$ cat config.mk
export PLATFORM = sky130hd
export DESIGN_NAME = cam_clk_sequencer
export DESIGN_NICKNAME = d
export VERILOG_FILES = /design/src/rtl/cam_clk_pkg.sv /design/src/rtl/xclk_gen.sv /design/src/rtl/cam_clk_sequencer.sv
export SDC_FILE = /design/constraint.sdc
export NUM_CORES = 1
export LEC_CHECK = 0
export ABC_CLOCK_PERIOD_IN_PS = 3100
export CAP_MARGIN = 40
export CORE_ASPECT_RATIO = 1.5
export CORE_UTILIZATION = 45
export DETAILED_ROUTE_END_ITERATION = 7
export DONT_BUFFER_PORTS = 1
export HOLD_SLACK_MARGIN = 0.1
export PLACE_DENSITY_LB_ADDON = 0.3
export SETUP_SLACK_MARGIN = 0.02
export SLEW_MARGIN = 20
export SYNTH_ARGS = -nofsm -noshare
export SYNTH_HDL_FRONTEND = slang
export SYNTH_SLANG_ARGS = --single-unit
$ cat constraint.sdc
create_clock -name in_clk -period 3.1 [get_ports in_clk]
set_input_delay 0.93 -clock in_clk [delete_from_list [all_inputs] [get_ports in_clk]]
set_output_delay 0.93 -clock in_clk [all_outputs]
set_load 0.01 [all_outputs]
$ cat src/rtl/cam_clk_pkg.sv
// +----------------------------------------------------------------------------+
// | cam_clk_pkg                                                                |
// | Shared types and widths for the camera clock / power-up sequencer.         |
// | Rev 1.0                                                                    |
// +----------------------------------------------------------------------------+
`default_nettype none

package cam_clk_pkg;
  localparam int DIV_W   = 10;
  localparam int TIMER_W = 24;

  typedef enum logic [2:0] {
    OFF      = 3'd0,
    CLK_ON   = 3'd1,
    RST_HOLD = 3'd2,
    BOOT     = 3'd3,
    READY    = 3'd4
  } seq_state_t;
endpackage

`default_nettype wire

$ cat src/rtl/xclk_gen.sv
// +----------------------------------------------------------------------------+
// | xclk_gen                                                                   |
// | Half-period counter and toggle producing XCLK; ratio reloads glitch-free.  |
// | Rev 1.0                                                                    |
// +----------------------------------------------------------------------------+
`default_nettype none

module xclk_gen #(
  parameter int               DIV_W       = 10,
  parameter logic [DIV_W-1:0] DEFAULT_DIV = '0
) (
  input  logic             in_clk,
  input  logic             reset,
  input  logic             i_en,
  input  logic             i_load,
  input  logic [DIV_W-1:0] i_div,
  output logic             o_xclk,
  output logic             o_fall_evt
);

  logic [DIV_W-1:0] r_cnt;
  logic [DIV_W-1:0] r_div;
  logic             r_xclk;
  logic             w_wrap;

  assign w_wrap     = i_en && (r_cnt == r_div);
  assign o_fall_evt = w_wrap && r_xclk;
  assign o_xclk     = r_xclk;

  // A new ratio only takes effect where a low phase starts from zero, so no runt pulse.
  always_ff @(posedge in_clk) begin
    if (reset) begin
      r_cnt  <= '0;
      r_div  <= DEFAULT_DIV;
      r_xclk <= 1'b0;
    end else if (!i_en) begin
      r_cnt  <= '0;
      r_xclk <= 1'b0;
      if (i_load) begin
        r_div <= i_div;
      end
    end else if (w_wrap) begin
      r_cnt  <= '0;
      r_xclk <= ~r_xclk;
      if (i_load && r_xclk) begin
        r_div <= i_div;
      end
    end else begin
      r_cnt <= r_cnt + DIV_W'(1);
    end
  end

endmodule

`default_nettype wire

$ cat src/rtl/cam_clk_sequencer.sv
// +----------------------------------------------------------------------------+
// | cam_clk_sequencer                                                          |
// | Camera XCLK generation, timed PWDN/RESET power-up and ratio handshake.     |
// | Rev 1.0                                                                    |
// +----------------------------------------------------------------------------+
`default_nettype none

module cam_clk_sequencer #(
  parameter int                 DIV_W       = cam_clk_pkg::DIV_W,
  parameter logic [DIV_W-1:0]   DEFAULT_DIV = '0,
  parameter logic [23:0]        T_PWDN      = 24'd50000,
  parameter logic [23:0]        T_RST       = 24'd50000,
  parameter logic [23:0]        T_BOOT      = 24'd50000
) (
  input  logic             in_clk,
  input  logic             reset,
  input  logic             start,
  input  logic             stop,
  input  logic             cfg_valid,
  input  logic [DIV_W-1:0] cfg_div,
  output logic             cfg_ready,
  output logic             xclk,
  output logic             cam_pwdn,
  output logic             cam_rst_n,
  output logic             cam_ready,
  output logic             busy
);

  import cam_clk_pkg::*;

  seq_state_t         r_state;
  seq_state_t         w_next;
  logic [TIMER_W-1:0] r_timer;
  logic [TIMER_W-1:0] w_timer_load;
  logic               r_pend_valid;
  logic [DIV_W-1:0]   r_pend_div;
  logic               r_pwdn;
  logic               r_rst_n;
  logic               r_ready;
  logic               r_busy;
  logic               w_gen_en;
  logic               w_fall_evt;
  logic               w_load;

  always_ff @(posedge in_clk) begin
    if (reset) begin
      r_state <= OFF;
    end else begin
      r_state <= w_next;
    end
  end

  always_comb begin
    w_next       = r_state;
    w_timer_load = '0;
    case (r_state)
      OFF:      if (start) w_next = CLK_ON;
      CLK_ON:   if (r_timer == '0) w_next = RST_HOLD;
      RST_HOLD: if (r_timer == '0) w_next = BOOT;
      BOOT:     if (r_timer == '0) w_next = READY;
      READY:    w_next = READY;
      default:  w_next = OFF;
    endcase
    // stop overrides everything, including a simultaneous start
    if (stop) begin
      w_next = OFF;
    end
    case (w_next)
      CLK_ON:   w_timer_load = T_PWDN - TIMER_W'(1);
      RST_HOLD: w_timer_load = T_RST  - TIMER_W'(1);
      BOOT:     w_timer_load = T_BOOT - TIMER_W'(1);
      default:  w_timer_load = '0;
    endcase
  end

  always_ff @(posedge in_clk) begin
    if (reset) begin
      r_timer <= '0;
    end else if (w_next != r_state) begin
      r_timer <= w_timer_load;
    end else if (r_timer != '0) begin
      r_timer <= r_timer - TIMER_W'(1);
    end
  end

  always_ff @(posedge in_clk) begin
    if (reset) begin
      r_pwdn  <= 1'b1;
      r_rst_n <= 1'b0;
      r_ready <= 1'b0;
      r_busy  <= 1'b0;
    end else begin
      r_pwdn  <= (w_next == OFF) || (w_next == CLK_ON);
      r_rst_n <= (w_next == BOOT) || (w_next == READY);
      r_ready <= (w_next == READY);
      r_busy  <= (w_next == CLK_ON) || (w_next == RST_HOLD) || (w_next == BOOT);
    end
  end

  // Divider is held off during OFF and on the stop edge so XCLK lands low at OFF entry.
  assign w_gen_en = (r_state != OFF) && !stop;
  assign w_load   = r_pend_valid && (!w_gen_en || w_fall_evt);

  always_ff @(posedge in_clk) begin
    if (reset) begin
      r_pend_valid <= 1'b0;
      r_pend_div   <= '0;
    end else if (w_load) begin
      r_pend_valid <= 1'b0;
    end else if (cfg_valid && !r_pend_valid) begin
      r_pend_valid <= 1'b1;
      r_pend_div   <= cfg_div;
    end
  end

  xclk_gen #(
    .DIV_W       (DIV_W),
    .DEFAULT_DIV (DEFAULT_DIV)
  ) u_xclk_gen (
    .in_clk     (in_clk),
    .reset      (reset),
    .i_en       (w_gen_en),
    .i_load     (w_load),
    .i_div      (r_pend_div),
    .o_xclk     (xclk),
    .o_fall_evt (w_fall_evt)
  );

  assign cfg_ready = !r_pend_valid;
  assign cam_pwdn  = r_pwdn;
  assign cam_rst_n = r_rst_n;
  assign cam_ready = r_ready;
  assign busy      = r_busy;

endmodule

`default_nettype wire

==> flow_metrics.py, run 1 <==
metrics = {
    "logic_synthesis": {
        "synth-compound-area-share_pct": 13.8,
        "yosys.area_share.adder_pct": 0.867,
        "ys_types": 45,
        "synth_nets": 350,
        "synth_warnings": 0,
        "muxShareOfSynthArea_pct": 3.47,
        "synth.yosys.seq_area_share_pct": 43.7,
        "synthXorXnorAreaFrac_pct": 10.3,
        "post-synth-top-area-fraction_pct": 43.7,
        "synth_cells": 333,
        "synth_top_family_by_area": "simple AND/OR/NAND/NOR gates",
        "ys_ff_latch": 63,
        "syn_area_um2": 2890,
        "synth_top_cell_by_area": "dfxtp_1",
        "yosys.area_share.simple_pct": 25.2,
        "synthTopCellsByArea": "dfxtp_1, xnor2_1, nor2_1, nand2_1, a21oi_1",
        "avgSynthCellArea_um2": 8.67,
    },
    "final_layout": {
        "most-common-layout-cells": "dfxtp_1, nor2_1, nand2_1, xnor2_1, a21oi_1",
        "syn2layout_area_growth_pct": 8.88,
        "antenna_cells": 0,
        "drive_gt1_share_pct": 10.4,
        "fin_nets": 349,
        "layout_commonest_cell": "dfxtp_1",
    },
    "sta": {
        "setup_ws_ps": 696,
        "tightestPinTransition_ps": 752,
        "fin_worst_skew_ps": 7.58,
        "final-hold-violation-count": 0,
        "finalCritPeriodShare_pct": 77.6,
        "timing.final.max_slew_violations": 0,
        "max-slew-margin-rel_pct": 49.5,
        "finalSetupViolCount": 0,
        "tns_ps": 0,
        "hold_ws_ps": 450,
        "min_period_ps": 2400,
        "rsz0062_at_grt": "no",
        "fmax_mhz": 416,
    },
    "critical_path": {
        "cp-end-kind": "register",
        "regToRegEndpoint": "r_timer[12]$_SDFFE_PP0P_",
        "cp.arrival_ps": 2680,
        "crit_path_max_incr_delay_ps": 640,
        "crit_family": "simple AND/OR/NAND/NOR gates",
        "start_kind": "register",
        "crit_chain": "inv_1 -> ha_1 -> nor3b_1 -> buf_4 -> and4_1 -> and3_1 -> or4b_2 -> a21oi_1",
        "endpoint": "r_timer[12]$_SDFFE_PP0P_",
        "crit_start": "r_timer[0]$_SDFFE_PP0P_",
        "cp_max_fo": 11,
        "r2r-start": "r_timer[0]$_SDFFE_PP0P_",
        "crit_buf_inv": 2,
        "rrSetupSlack_ps": 700,
        "worstPathRequired_ps": 3370,
        "reg2regPathDepth": 8,
        "cp.depth": 8,
        "path_class": "register to register",
        "slowest_stage": "or4b_2",
    },
    "routing": {
        "drtIter0Drc": 106,
        "routed_wl_mm": 5.75,
        "num_vias": 2250,
        "antenna_left": 0,
        "wire_per_inst_um": 14.0,
        "routed_via_density": 5.47,
        "first_pass_iters": 4,
        "drc_errors": 0,
    },
    "grt": {
        "grt.total_usage_pct": 19.0,
        "gr-total-overflow": 0,
        "grt_pass1_vias": 2060,
        "grt_first_pass_wirelength_mm": 9.43,
        "grt_max_degree": 28,
        "antenna_found_initial": 0,
    },
    "floorplan": {
        "die_h_um": 100,
        "fp-row-count": 35,
        "start_util_pct": 46.8,
        "io-pin-count": 21,
        "die_w_um": 67.4,
        "core_um2": 6170,
        "fp.dieArea_um2": 6750,
    },
    "worst_hold_path": {
        "hold_path_depth": 2,
        "min_from": "r_pend_div[6]$_SDFFE_PP0P_",
        "hold_class": "register to register",
    },
    "clock_tree": {
        "cts_tree": "built",
        "cts_root_buf": "clkbuf_8",
        "numCtsBuffers": 9,
        "h-tree-depth": 3,
        "ctsResizeCount": 0,
        "clkTransAtPathRegs_ps": 70,
        "cts_hold_buf": 0,
        "clk_latency_ps": 340,
        "post_cts_buffers": 0,
        "cts_sinks": 63,
        "clock_path_buffers": 2,
    },
    "status": {
        "status": "completed",
    },
    "power": {
        "p_per_area_nw_per_um2": 901,
        "peakVddDrop_mv": 0.434,
        "leakagePower_nw": 1.12,
    },
    "job": {
        "cap_viol_max_count": 0,
    },
    "placed_design": {
        "dp_hpwl_mm": 4.04,
        "pre_cts_ws_ps": 483,
        "io_buffers": 0,
        "place.gp.congestion": 0.812,
    },
}
state kept, by name, summed over array words and instances (netlist names):
name / count
r_pend_valid: 1
cam_ready: 1
u_xclk_gen.r_div: 10
cam_pwdn: 1
u_xclk_gen.r_cnt: 10
busy: 1
r_pend_div: 10
r_state: 3
u_xclk_gen.o_xclk: 1
cam_rst_n: 1
r_timer: 24
power breakdown:
part	internal [W]	switching, W
clock	0.000368	0.000318
combinational	0.000459	0.000616
sequential	0.000934	0.000138
total	0.00176	0.00107
cell usage after synthesis:
library cell,number
a2111oi_0,2
a211o_1,1
a211oi_1,7
a21oi_1,24
a22oi_1,1
a31oi_1,1
and2_1,1
and2b_2,1
and3_1,5
and4_1,2
buf_2,2
clkbuf_1,14
dfxtp_1,63
ha_1,2
inv_1,4
mux2i_1,10
nand2_1,33
nand2b_2,1
nand3_1,5
nand4_1,4
nand4_2,1
nor2_1,54
nor2b_1,3
nor3_1,5
nor3b_1,3
nor4_1,3
nor4_2,1
nor4_4,1
o21a_1,9
o21ai_0,7
o2bb2ai_1,1
o31ai_1,3
o31ai_2,1
o31ai_4,1
o41ai_1,2
or2_0,1
or2_2,4
or3_1,9
or3_2,1
or4_1,3
or4_2,1
or4_4,1
or4b_2,1
xnor2_1,27
xor2_1,7
metal layers:
metal  GRT usage, %  wire length (µm)  part of all wire [%]
met1           20.5              2370                    41
met2           32.2              3000                    52
met3           5.91               211                   3.7
met4           9.66               165                   2.9
met5              0                 0                     0
area by class of cell:
type                    count  area [µm²]
clock buffers              10         128
multi-input cells         250        1560
well taps                  74        92.6
clock inverters             6        61.3
inverters                   4        15.0
repair buffers              4        30.0
fillers                   590        3030
flip-flops and latches     63        1260
cell families after synthesis:
family | after synthesis
buffers and inverters | 20
AO/OA/AOI/OAI | 60
multiplexers | 10
XOR/XNOR | 34
adder cells (fa/ha/maj) | 2
flip-flops | 63
AND/OR/NAND/NOR | 144
worst reg2reg max path: cells and delay by family (launching register included):
family | cells | cell delay (ps)
AOI/OAI and AO/OA | 1 | 150
adders and majority gates | 1 | 240
buffers and inverters | 2 | 230
DFF | 1 | 370
and+or+nand+nor | 4 | 1360
worst min path at each step:
stage / to / slack, ps
floorplan: r_pend_div[0]$_SDFFE_PP0P_ / 440
global placement: r_pend_div[6]$_SDFFE_PP0P_ / 440
detailed placement: r_pend_div[6]$_SDFFE_PP0P_ / 440
CTS: r_pend_div[6]$_SDFFE_PP0P_ / 450
global route: r_pend_div[6]$_SDFFE_PP0P_ / 480
finish: r_pend_div[6]$_SDFFE_PP0P_ / 450
metrics by stage:
stage / total power (W) / instances / utilization, % / cell area, µm²
5_1_grt: 0.00306 / 411 / 50.9 / 3140
3_5_place_dp: 0.00215 / 394 / 47.7 / 2950
2_1_floorplan: 0.00194 / 333 / - / 2890
6_report: 0.00283 / 411 / 50.9 / 3140
3_3_place_gp: 0.00213 / 394 / 47.7 / 2950
4_1_cts: 0.00285 / 410 / 50.8 / 3140
(Power assumes the default switching activity.)
==> run 2, diff against run 1 <==
--- a/config.mk
+++ b/config.mk
@@ -5,7 +5,7 @@
 export SDC_FILE = /design/constraint.sdc
 export NUM_CORES = 1
 export LEC_CHECK = 0
-export ABC_CLOCK_PERIOD_IN_PS = 3100
+export ABC_CLOCK_PERIOD_IN_PS = 2100
 export CAP_MARGIN = 40
 export CORE_ASPECT_RATIO = 1.5
 export CORE_UTILIZATION = 45
==> constraint.sdc (replaced) <==
create_clock -name in_clk -period 2.1 [get_ports in_clk]
set_input_delay 0.63 -clock in_clk [delete_from_list [all_inputs] [get_ports in_clk]]
set_output_delay 0.63 -clock in_clk [all_outputs]
set_load 0.01 [all_outputs]
==> flow_metrics.py, run 2 (synthesized netlist as in run 1, its figures left out) <==
metrics = {
    "status": {
        "status": "finished, violations left",
        "violations": "negative setup slack",
    },
    "routing": {
        "routed_wl_mm": 6.23,
        "drc_errors": 0,
        "first_pass_iters": 4,
        "drtIter0Drc": 105,
        "antenna_left": 0,
        "wire_per_inst_um": 14.3,
        "routed_via_density": 5.38,
        "num_vias": 2341,
    },
    "critical_path": {
        "cp_max_fo": 2,
        "reg2regPathDepth": 5,
        "cp-end-kind": "register",
        "worstPathRequired_ps": 2370,
        "path_class": "register to register",
        "rrSetupSlack_ps": -60,
        "cp.arrival_ps": 2430,
        "regToRegEndpoint": "r_timer[23]$_SDFFE_PP0P_",
        "start_kind": "register",
        "r2r-start": "r_timer[19]$_SDFFE_PP0P_",
    },
    "power": {
        "leakagePower_nw": 1.26,
        "peakVddDrop_mv": 0.682,
        "p_total_w": 0.00478,
        "p_per_area_nw_per_um2": 1390,
    },
    "placed_design": {
        "io_buffers": 0,
        "pre_cts_ws_ps": -71.1,
        "place.gp.congestion": 0.820,
        "dp_hpwl_mm": 4.41,
        "place_area_um2": 3140,
    },
    "final_layout": {
        "final_core_util_pct": 55.5,
        "layout_commonest_cell": "dfxtp_1",
        "antenna_cells": 0,
        "regMostFlops": "r_timer",
        "fin_area_um2": 3430,
        "drive_gt1_share_pct": 19.9,
        "most-common-layout-cells": "dfxtp_1, nor2_1, nand2_1, xnor2_1, buf_4",
        "syn2layout_area_growth_pct": 18.6,
        "largest_register_ffs": 24,
        "fin_nets": 374,
    },
    "sta": {
        "setup_ws_ps": -60.3,
        "finalCritPeriodShare_pct": 103,
        "min_period_ps": 2160,
        "finalSetupViolCount": 1,
        "final-hold-violation-count": 0,
        "max-slew-margin-rel_pct": 68.2,
        "hold_ws_ps": 355,
        "fin_worst_skew_ps": 7.14,
        "tightestPinTransition_ps": 475,
        "rsz0062_at_grt": "yes",
        "fmax_mhz": 463,
        "timing.final.max_slew_violations": 0,
    },
    "floorplan": {
        "fp-row-count": 35,
        "die_w_um": 67.4,
        "io-pin-count": 21,
        "start_util_pct": 46.8,
        "die_h_um": 100,
        "core_um2": 6170,
        "fp.dieArea_um2": 6750,
    },
    "clock_tree": {
        "cts_sinks": 63,
        "clkTransAtPathRegs_ps": 70,
        "numCtsBuffers": 9,
        "clock_path_buffers": 2,
        "cts_tree": "built",
        "cts_root_buf": "clkbuf_8",
        "clk_latency_ps": 340,
        "cts_hold_buf": 0,
        "h-tree-depth": 3,
    },
    "worst_hold_path": {
        "min_from": "reset",
        "min_to": "u_xclk_gen.r_div[0]$_SDFFE_PP0P_",
        "hold_class": "input pin to register",
        "hold_path_depth": 1,
    },
    "grt": {
        "antenna_found_initial": 0,
        "grt_first_pass_wirelength_mm": 10.1,
        "grt_pass1_vias": 2277,
        "grt.total_usage_pct": 20.0,
        "grt_max_degree": 28,
        "gr-total-overflow": 0,
    },
    "job": {
        "cap_viol_max_count": 0,
    },
}
[run 2: metal layers]
layer / share of wire, % / routed length (µm) / GRT usage [%] / vias to the layer above
met3: 3.1 / 194 / 6.36 / 11
met5: 0 / 0 / 0 / -
met4: 2.2 / 139 / 10.8 / 0
met2: 54 / 3390 / 34.6 / 32
li1: - / - / - / 1197
met1: 40 / 2510 / 20.7 / 1101
[run 2: worst max-delay path, cell delays in order (launching register included)]
cell and delay [ps]:
dfxtp_1 310, or4_4 530, or3_4 340, or4_4 480
or3_1 310, a21oi_1 120
[run 2: how the worst max path moves through the flow]
stage / startpoint / to / slack, ps
final: r_timer[19]$_SDFFE_PP0P_ / r_timer[23]$_SDFFE_PP0P_ / -60
after global routing: r_timer[19]$_SDFFE_PP0P_ / r_timer[23]$_SDFFE_PP0P_ / -110
after CTS: r_timer[19]$_SDFFE_PP0P_ / r_timer[23]$_SDFFE_PP0P_ / -40
after detailed placement: r_timer[19]$_SDFFE_PP0P_ / r_timer[23]$_SDFFE_PP0P_ / -70
after global placement: r_timer[19]$_SDFFE_PP0P_ / r_timer[23]$_SDFFE_PP0P_ / -60
after floorplan: r_timer[19]$_SDFFE_PP0P_ / r_timer[23]$_SDFFE_PP0P_ / -40
[run 2: cell type report]
cell class              instances  area [µm²]
fillers                       598        2750
multi-input cells             250        1630
flip-flops and latches         63        1260
repair buffers                 29         229
clock buffers                  12         155
well taps                      74        92.6
clock inverters                 3        42.5
inverters                       4        15.0
[run 2: through the flow]
stage / TNS [ps] / cells
floorplan: -104 / 333
global placement: -64.3 / 419
detailed placement: -71.1 / 419
CTS: -44.5 / 435
global route: -161 / 435
finish: -60.3 / 435
[run 2: power breakdown]
part           total (W)  leakage (nW)  internal (W)  switching [W]
Clock            0.00106        0.0985      0.000605       0.000452
Sequential       0.00159         0.513       0.00138       0.000209
Combinational    0.00213         0.652       0.00106        0.00107
[run 2: timing repair]
item	4_1_cts	5_1_grt
pin swaps	1	3
buffers inserted	1	0
resized for setup	1	20
endpoints found under the setup margin	2	25
==> run 3, diff against run 2 <==
--- a/config.mk
+++ b/config.mk
@@ -17,4 +17,5 @@
 export SLEW_MARGIN = 20
 export SYNTH_ARGS = -nofsm -noshare
 export SYNTH_HDL_FRONTEND = slang
+export SYNTH_HIERARCHICAL = 1
 export SYNTH_SLANG_ARGS = --single-unit
==> flow_metrics.py, run 3 <==
metrics = {
    "status": {
        "status": "finished, violations left",
        "violations": "negative setup slack",
    },
    "routing": {
        "routed_wl_mm": 6.93,
        "num_vias": 2534,
        "first_pass_iters": 4,
        "drtIter0Drc": 110,
        "wire_per_inst_um": 14.6,
        "drc_errors": 0,
        "antenna_left": 0,
        "routed_via_density": 5.36,
    },
    "final_layout": {
        "final_core_util_pct": 63.1,
        "syn2layout_area_growth_pct": 33.6,
        "fin_nets": 411,
        "most-common-layout-cells": "buf_4, dfxtp_1, nor2_1, nand2_1",
        "largest_register_ffs": 24,
        "regMostFlops": "r_timer",
        "fin_cells": 473,
        "drive_gt1_share_pct": 32.6,
        "fin_area_um2": 3950,
        "antenna_cells": 0,
        "layout_commonest_cell": "buf_4",
    },
    "logic_synthesis": {
        "avgSynthCellArea_um2": 8.88,
        "synth_edf_count": 0,
        "synth.yosys.seq_area_share_pct": 42.7,
        "ys_types": 50,
        "synth.most_common_cell": "dfxtp_1",
        "ys_async_sr_fraction_pct": 0,
        "post-synth-top-area-fraction_pct": 42.7,
        "ys_ff_latch": 63,
        "syn_area_um2": 2960,
        "synthTopCellsByArea": "dfxtp_1, xnor2_1, nand2b_1, nor2_1, nand2_1",
        "synth_commonest_cells": "dfxtp_1, nor2_1, nand2_1",
        "synth_warnings": 6,
        "synth_flop_cell": "dfxtp_1",
        "synth_top_cell_by_area": "dfxtp_1",
        "synth_nets": 350,
        "synth_cells": 333,
    },
    "critical_path": {
        "cp.arrival_ps": 2730,
        "slowest_stage": "or4_4",
        "cp-end-kind": "register",
        "reg2regPathDepth": 7,
        "crit_chain": "or4_4 -> or4b_4 -> or3_4 -> a2111oi_4 -> nor3_4 -> buf_4 -> a21oi_2",
        "path_class": "register to register",
        "crit_path_max_incr_delay_ps": 530,
        "cp_max_fo": 7,
        "start_kind": "register",
        "worstPathRequired_ps": 2380,
    },
    "floorplan": {
        "die_w_um": 68.2,
        "start_util_pct": 47.2,
        "io-pin-count": 21,
        "core_um2": 6260,
        "die_h_um": 101,
        "fp.dieArea_um2": 6900,
        "fp-row-count": 35,
    },
    "clock_tree": {
        "clk_latency_ps": 340,
        "clkTransAtPathRegs_ps": 70,
        "clock_path_buffers": 2,
        "numCtsBuffers": 9,
        "cts_root_buf": "clkbuf_8",
        "cts_sinks": 63,
        "h-tree-depth": 3,
        "cts_tree": "built",
    },
    "placed_design": {
        "dp_hpwl_mm": 4.61,
        "io_buffers": 0,
        "dp.cells": 449,
        "place.gp.congestion": 0.873,
        "place_area_um2": 3460,
    },
    "power": {
        "p_per_area_nw_per_um2": 1230,
        "peakVddDrop_mv": 0.955,
        "leakagePower_nw": 1.55,
    },
    "sta": {
        "timing.final.max_slew_violations": 0,
        "fmax_mhz": 409,
        "tightestPinTransition_ps": 510,
        "finalSetupViolCount": 31,
        "final-hold-violation-count": 0,
        "finalCritPeriodShare_pct": 117,
        "max-slew-margin-rel_pct": 65.7,
        "fin_worst_skew_ps": 10.2,
        "setup_ws_ps": -347,
        "rsz0062_at_grt": "yes",
        "min_period_ps": 2450,
    },
    "worst_hold_path": {
        "hold_path_depth": 1,
        "hold_class": "input pin to register",
    },
    "grt": {
        "antenna_found_initial": 0,
        "grt_first_pass_wirelength_mm": 10.5,
        "gr-total-overflow": 0,
        "grt_max_degree": 44,
        "grt.total_usage_pct": 20.8,
        "grt_pass1_vias": 2415,
    },
    "job": {
        "cap_viol_max_count": 0,
    },
}
[run 3: cell count changes in the layout (fill, tap and decap cells not counted), moves of 4 or more]
cell | before | now
dfxtp_2 | 1 | 6
nor3_1 | 5 | 15
o21a_1 | 9 | 0
dfxtp_1 | 62 | 54
nand2b_1 | 0 | 24
nor2_1 | 54 | 37
buf_4 | 26 | 58
a21oi_1 | 23 | 17
or3_1 | 8 | 4
nand2_1 | 33 | 29
o21ai_0 | 7 | 2
[run 3: what timing repair did]
item,4_1_cts,5_1_grt
pin swaps,5,8
gates cloned,0,1
buffers inserted,1,6
hold buffers,0,0
gates resized for setup,15,41
setup endpoints to repair,31,41
[run 3: worst max-delay path, delay by kind of cell (launching register included)]
family                 cells  cell delay, ps
AOI/OAI and AO/OA          2             360
buffers and inverters      1             150
DFF                        1             310
and+or+nand+nor            4            1570
[run 3: through the flow]
stage	worst slack, ps	setup TNS [ps]	power, W	hold WS, ps
3_3_place_gp	-364	-9690	0.00334	438
6_report	-347	-7760	0.00485	349
4_1_cts	-326	-8080	0.00472	331
3_5_place_dp	-409	-9770	0.00338	446
5_1_grt	-446	-10520	0.00514	321
2_1_floorplan	-402	-8580	0.00265	437
[run 3: cells by family (layout without fill, tap and decap cells)]
| logic type | count (synthesis) | in the layout | synth area share [%] |
|---|---|---|---|
| flip-flops | 63 | 63 | 42.7 |
| AND/OR/NAND/NOR | 157 | 157 | 28.5 |
| multiplexers | 11 | 11 | 3.72 |
| XOR/XNOR | 35 | 35 | 10.4 |
| adder cells (fa/ha/maj) | 2 | 2 | 0.846 |
| buffers and inverters | 21 | 87 | 3.55 |
| AO/OA/AOI/OAI | 44 | 44 | 10.4 |
[run 3: where the power goes]
part	internal [W]	total, W	switching, W
Sequential	0.00136	0.00146	0.000101
Combinational	0.00118	0.00221	0.00103
Clock	0.000732	0.00118	0.000452
[run 3: area by class of cell]
class,instances,area (µm²)
clock buffers,13,159
clock inverters,3,65.1
well taps,74,92.6
inverters,6,22.5
repair buffers,65,523
multi-input cells,249,1810
fillers,492,2310
flip-flops and latches,63,1280
[run 3: per-layer routing]
| layer | vias to the layer above | routed length (µm) | track usage, % | share of wire [%] |
|---|---|---|---|---|
| li1 | 1272 | - | - | - |
| met1 | 1211 | 2720 | 20.4 | 39 |
| met2 | 37 | 3870 | 37.6 | 56 |
| met3 | 14 | 190 | 6.53 | 2.7 |
| met4 | 0 | 141 | 10.7 | 2.0 |
| met5 | - | 0 | 0 | 0 |
[run 3: path summary, 6_finish.rpt]
path	start	endpoint	slack (ps)
worst max-delay path	r_timer[16]$_SDFFE_PP0P_	r_timer[6]$_SDFFE_PP0P_	-350
worst min-delay path	stop	cam_ready$_SDFF_PP0_	350
worst max register to register	r_timer[16]$_SDFFE_PP0P_	r_timer[6]$_SDFFE_PP0P_	-350
worst min register to register	r_pend_div[4]$_SDFFE_PP0P_	u_xclk_gen/r_div[4]$_SDFFE_PP0P_	450
